### config.mk
export PLATFORM = sky130hd
export DESIGN_NAME = i_mem_loader
export DESIGN_NICKNAME = d
export VERILOG_FILES = /design/src/rtl/i_mem_loader_pkg.sv /design/src/rtl/i_mem_loader.sv
export SDC_FILE = /design/constraint.sdc
export NUM_CORES = 1
export LEC_CHECK = 0
export CORE_UTILIZATION = 52
export CTS_BUF_LIST = sky130_fd_sc_hd__clkbuf_8
export DETAILED_ROUTE_END_ITERATION = 6
export MAX_ROUTING_LAYER = met4
export PLACE_DENSITY_LB_ADDON = 0.15
export SETUP_SLACK_MARGIN = 0.5
export SLEW_MARGIN = 25
export SYNTH_ARGS = -nofsm -noshare
export SYNTH_HDL_FRONTEND = slang
export SYNTH_SLANG_ARGS = --single-unit
### constraint.sdc
create_clock -name clk -period 2.95 [get_ports clk]
set_input_delay 0.295 -clock clk [delete_from_list [all_inputs] [get_ports clk]]
set_output_delay 0.295 -clock clk [all_outputs]
set_load 0.005 [all_outputs]
### src/rtl/i_mem_loader_pkg.sv
// i_mem_loader_pkg: shared widths and loader FSM state encodings
package i_mem_loader_pkg;
  localparam int IML_ADDR_W = 9;
  localparam int IML_DATA_W = 16;
  typedef enum logic [2:0] {
    ST_IDLE  = 3'd0,
    ST_BYTE0 = 3'd1,
    ST_BYTE1 = 3'd2,
    ST_WRITE = 3'd3,
    ST_DONE  = 3'd4
  } state_e;
endpackage

### src/rtl/i_mem_loader.sv
// i_mem_loader: packs a byte stream into instruction words and writes them to I_MEMORY
module i_mem_loader
  import i_mem_loader_pkg::*;
#(
  parameter int ADDR_W   = IML_ADDR_W,
  parameter int DATA_W   = IML_DATA_W,
  parameter bit HI_FIRST = 1'b1
) (
  input  logic              clk,
  input  logic              rst_n,
  input  logic              start,
  input  logic [ADDR_W-1:0] base_addr,
  input  logic [ADDR_W:0]   word_count,
  input  logic [7:0]        byte_in,
  input  logic              byte_valid,
  output logic              byte_ready,
  output logic [ADDR_W-1:0] mem_addr,
  output logic              mem_we,
  output logic [DATA_W-1:0] mem_wdata,
  output logic              busy,
  output logic              done
);
  localparam logic [ADDR_W:0] MAX_WORDS = {1'b1, {ADDR_W{1'b0}}};
  state_e            state_q, state_d;
  logic [ADDR_W-1:0] addr_q, addr_d;
  logic [ADDR_W:0]   rem_q, rem_d;
  logic [7:0]        b0_q, b0_d, b1_q, b1_d;
  logic [ADDR_W:0]   cnt_clamp;
  logic              fire;
  assign cnt_clamp = (word_count > MAX_WORDS) ? MAX_WORDS : word_count;
  assign fire      = byte_valid && byte_ready;
  // state register
  always_ff @(posedge clk) begin
    if (!rst_n) state_q <= ST_IDLE;
    else        state_q <= state_d;
  end
  // next-state logic; bytes only advance the FSM on a valid/ready handshake
  always_comb begin
    state_d = state_q;
    case (state_q)
      ST_IDLE:  state_d = start ? ((cnt_clamp == '0) ? ST_DONE : ST_BYTE0) : ST_IDLE;
      ST_BYTE0: state_d = fire ? ST_BYTE1 : ST_BYTE0;
      ST_BYTE1: state_d = fire ? ST_WRITE : ST_BYTE1;
      ST_WRITE: state_d = (rem_q == (ADDR_W+1)'(1)) ? ST_DONE : ST_BYTE0;
      ST_DONE:  state_d = ST_IDLE;
      default:  state_d = ST_IDLE;
    endcase
  end
  // datapath next values: address/count load on start, step after each write
  always_comb begin
    addr_d = addr_q;
    rem_d  = rem_q;
    b0_d   = b0_q;
    b1_d   = b1_q;
    if (state_q == ST_IDLE && start) begin
      addr_d = base_addr;
      rem_d  = cnt_clamp;
    end
    if (state_q == ST_BYTE0 && fire) b0_d = byte_in;
    if (state_q == ST_BYTE1 && fire) b1_d = byte_in;
    if (state_q == ST_WRITE) begin
      addr_d = addr_q + ADDR_W'(1);
      rem_d  = rem_q - (ADDR_W+1)'(1);
    end
  end
  // datapath registers
  always_ff @(posedge clk) begin
    if (!rst_n) begin
      addr_q <= '0;
      rem_q  <= '0;
      b0_q   <= '0;
      b1_q   <= '0;
    end else begin
      addr_q <= addr_d;
      rem_q  <= rem_d;
      b0_q   <= b0_d;
      b1_q   <= b1_d;
    end
  end
  // outputs decoded purely from state, so a write in WRITE lands even if reset hits that edge
  always_comb begin
    byte_ready = (state_q == ST_BYTE0) || (state_q == ST_BYTE1);
    mem_we     = (state_q == ST_WRITE);
    mem_addr   = addr_q;
    mem_wdata  = mem_we ? DATA_W'(HI_FIRST ? {b0_q, b1_q} : {b1_q, b0_q}) : '0;
    busy       = (state_q != ST_IDLE);
    done       = (state_q == ST_DONE);
  end
endmodule

==> impl_metrics.json <==
{
  "setup_viol": 0,
  "viasPerCell": 5.732,
  "path_delay_family": "buffers and inverters",
  "die_h_um": 63.76,
  "min_path_cells": 2,
  "cts_root_buffer": "clkbuf_8",
  "whs_ns": 0.4493,
  "dp_cells": 336,
  "antenna_left": 0,
  "cp_slowest_cell": "dfxtp_1",
  "synth_top_family_by_area": "simple AND/OR/NAND/NOR gates",
  "finalNetCount": 332,
  "placementRows": 22,
  "firstDrtPassIters": 4,
  "crit_end": "mem_wdata[14]",
  "end_kind": "primary output",
  "cts_tree": "yes",
  "finish.instance_area_sq_um": 2704,
  "dieArea_sq_um": 4065,
  "path_cells": "nand3b_1 > buf_4 > clkinvlp_4 > and2_1 > clkdlybuf4s50_1",
  "syn_nets": 275,
  "setup_tns_ns": 0,
  "ys_types": 46,
  "dpl.hpwl_um": 3402,
  "finalMaxSlewViolations": 0,
  "synth-simple-area-share": 0.3041,
  "grt_pass1_vias": 1812,
  "p_total_mw": 1.178,
  "pin_count": 60,
  "final_layout_size_suffix_gt1_frac": 0.07358,
  "ctsHoldBuffers": 0,
  "wl_um": 5078,
  "maxCapViolations": 0,
  "r2r_cells": 6,
  "post-route-period-util": 0.7690,
  "postPlaceCellArea_sq_um": 2586,
  "worstSetupPathDepth": 5,
  "crit_path_start_kind": "register",
  "synth_seq_area_share": 0.3836,
  "final_util": 0.7386,
  "cp_max_fo": 11,
  "power_leakage_nw": 0.9436,
  "fin_crit_ns": 2.269,
  "max_slew.worst_pin.slew_ns": 0.7223,
  "gp_congestion": 0.8420,
  "clkTransAtPathRegs_ns": 0.07,
  "dpl_worst_slack_ns": 0.6564,
  "ys_warn_count": 0,
  "startpoint": "state_q[2]$_SDFF_PN0_",
  "r2r_start": "state_q[2]$_SDFF_PN0_",
  "avgSynthCellArea_sq_um": 8.229,
  "synth_compound_area_frac": 0.1968,
  "clk_path_buf_depth": 2,
  "r2r-end": "rem_q[6]$_SDFFE_PN0P_",
  "routedWlPerCell_um": 14.63,
  "fin_cells": 347,
  "die_x_um": 63.76,
  "max_freq_mhz": 440.8,
  "syn_inst": 241,
  "rsz0062_at_grt": "no",
  "ys_seq_elements": 38,
  "run_status": "completed",
  "peakVddDrop_uv": 311.5,
  "synthAdderAreaFrac": 0.01893,
  "numPortBuffers": 59,
  "hold_violations": 0,
  "crit_type": "reg -> out",
  "regToRegSetupSlack_ns": 0.97,
  "cp_data_arrival_time_ns": 1.97,
  "flow.area_growth_from_synthesis_pct": 36.34,
  "relSlewSlack": 0.5179,
  "drt_iter0_drc": 131,
  "grt_pass1_wl_um": 8197,
  "synth_area_sq_um": 1983,
  "htreeDepth": 2,
  "synth_xor_area_frac": 0.004416,
  "fin_ws_ns": 0.6814,
  "fin_worst_skew_ns": 0.004522,
  "core_sq_um": 3661,
  "cts.sinks": 38,
  "clkLatencyLatePin_ns": 0.29,
  "diodes": 0,
  "grt_start_max_net_pins": 23,
  "slowest_delay_ns": 0.53,
  "grtUsageTotal": 0.2645,
  "pwr_density_cell_nw_per_um2": 435.6,
  "post-route-drc-count": 0,
  "grt_overflow": 0,
  "synthArstFlopShare": 0,
  "yosys-mux-area-fraction": 0.04543,
  "grt_antenna_before_repair": 0,
  "synth-edff-count": 0,
  "min_path_type": "reg -> reg",
  "n_fill_cell": 288,
  "synth_flop_cell": "dfxtp_1",
  "path_buf_inv": 3,
  "num_vias": 1989,
  "cts_made_buffers": 5,
  "cp_data_required_time_ns": 2.65,
  "start_util": 0.5417
}
sequential cells by signal, summed over array words and instances (netlist names):
| signal | flops |
|---|---|
| rem_q | 10 |
| mem_addr | 9 |
| b0_q | 8 |
| b1_q | 8 |
| state_q | 3 |
synthesized netlist by cell type (all sizes together) (2+ instances only):
library cell	n	area share
a31o	2	0.0088
o211ai	4	0.015
a311oi	4	0.018
nor2	23	0.049
nor4	6	0.026
nor3	3	0.0076
o311ai	2	0.0088
nor3b	3	0.011
or3	6	0.019
a21oi	24	0.061
a221oi	3	0.016
mux2i	9	0.045
and2	18	0.057
a31oi	4	0.013
nand2b	4	0.013
clkbuf	9	0.017
a22oi	3	0.011
o21ai	5	0.013
nand2	30	0.057
buf	6	0.018
nand4	4	0.013
nand3b	3	0.011
dfxtp	38	0.38
nand3	4	0.010
ha	3	0.019
inv	6	0.011
tightest hold or removal path, stage by stage, from the launching register on:
cell and delay, ns:
dfxtp_1 0.31, nand2_1 0.05, a21oi_1 0.05
metal layers:
layer  vias up  global-route usage  share of wire
met4         0             0.08807          0.010
met1       934              0.3315           0.47
met3         4             0.04821          0.061
met2        74              0.4282           0.46
li1        977                   -              -
met5         -                   -              0
cell type report:
class	instances	area, sq um	share of cell area
sequential	38	760.7	0.2814
timing repair buffer	63	620.6	0.2295
clock buffer	6	82.58	0.03054
clock inverter	2	8.758	0.003239
inverter	6	26.28	0.009718
tap	48	60.06	0.02221
timing repair inverter	2	15.01	0.005553
multi-input combinational	182	1130	0.4179
layout by cell type, fill, tap and decap left out, types with 2 or more instances in the layout:
master and n:
a21oi_1 24, a221oi_1 2, a22oi_1 3, a311oi_1 4, a31o_2 2, a31oi_1 4
and2_1 18, buf_4 4, clkbuf_8 6, clkdlybuf4s50_1 59, clkinvlp_4 3, dfxtp_1 38
ha_1 3, inv_1 6, mux2i_1 9, nand2_1 30, nand2b_1 4, nand3_1 4
nand3b_1 3, nand4_1 4, nor2_1 21, nor3_1 3, nor3b_1 3, nor4_1 5
o211ai_1 4, o21ai_0 5, o311ai_0 2, or3_1 6
timing repair:
action                     CTS  global route
setup buffers                0             1
resized for setup            2             1
setup endpoints to repair   17            16
gates cloned                 1             1
cells by family after synthesis:
kind of cell / Yosys count
buffers and inverters: 21
multiplexers: 9
adder cells (fa/ha/maj): 3
flip-flops: 38
XOR/XNOR: 1
AND/OR/NAND/NOR: 110
AO/OA/AOI/OAI: 59
how the worst min path moves through the flow:
| stage | startpoint | to | slack [ns] |
|---|---|---|---|
| 3_3_place_gp | b0_q[0]$_SDFFE_PN0P_ | b0_q[0]$_SDFFE_PN0P_ | 0.44 |
| 6_report | b0_q[2]$_SDFFE_PN0P_ | b0_q[2]$_SDFFE_PN0P_ | 0.45 |
| 3_5_place_dp | b0_q[5]$_SDFFE_PN0P_ | b0_q[5]$_SDFFE_PN0P_ | 0.44 |
| 5_1_grt | b0_q[2]$_SDFFE_PN0P_ | b0_q[2]$_SDFFE_PN0P_ | 0.48 |
| 2_1_floorplan | byte_in[0] | b0_q[0]$_SDFFE_PN0P_ | 0.43 |
| 4_1_cts | b0_q[2]$_SDFFE_PN0P_ | b0_q[2]$_SDFFE_PN0P_ | 0.45 |
report_power, final:
part	switching (mW)	internal [mW]	total, mW
Sequential	0.0338	0.543	0.577
Combinational	0.114	0.125	0.239
Clock	0.177	0.185	0.362
Note: power is estimated with default switching activity, not from simulation.
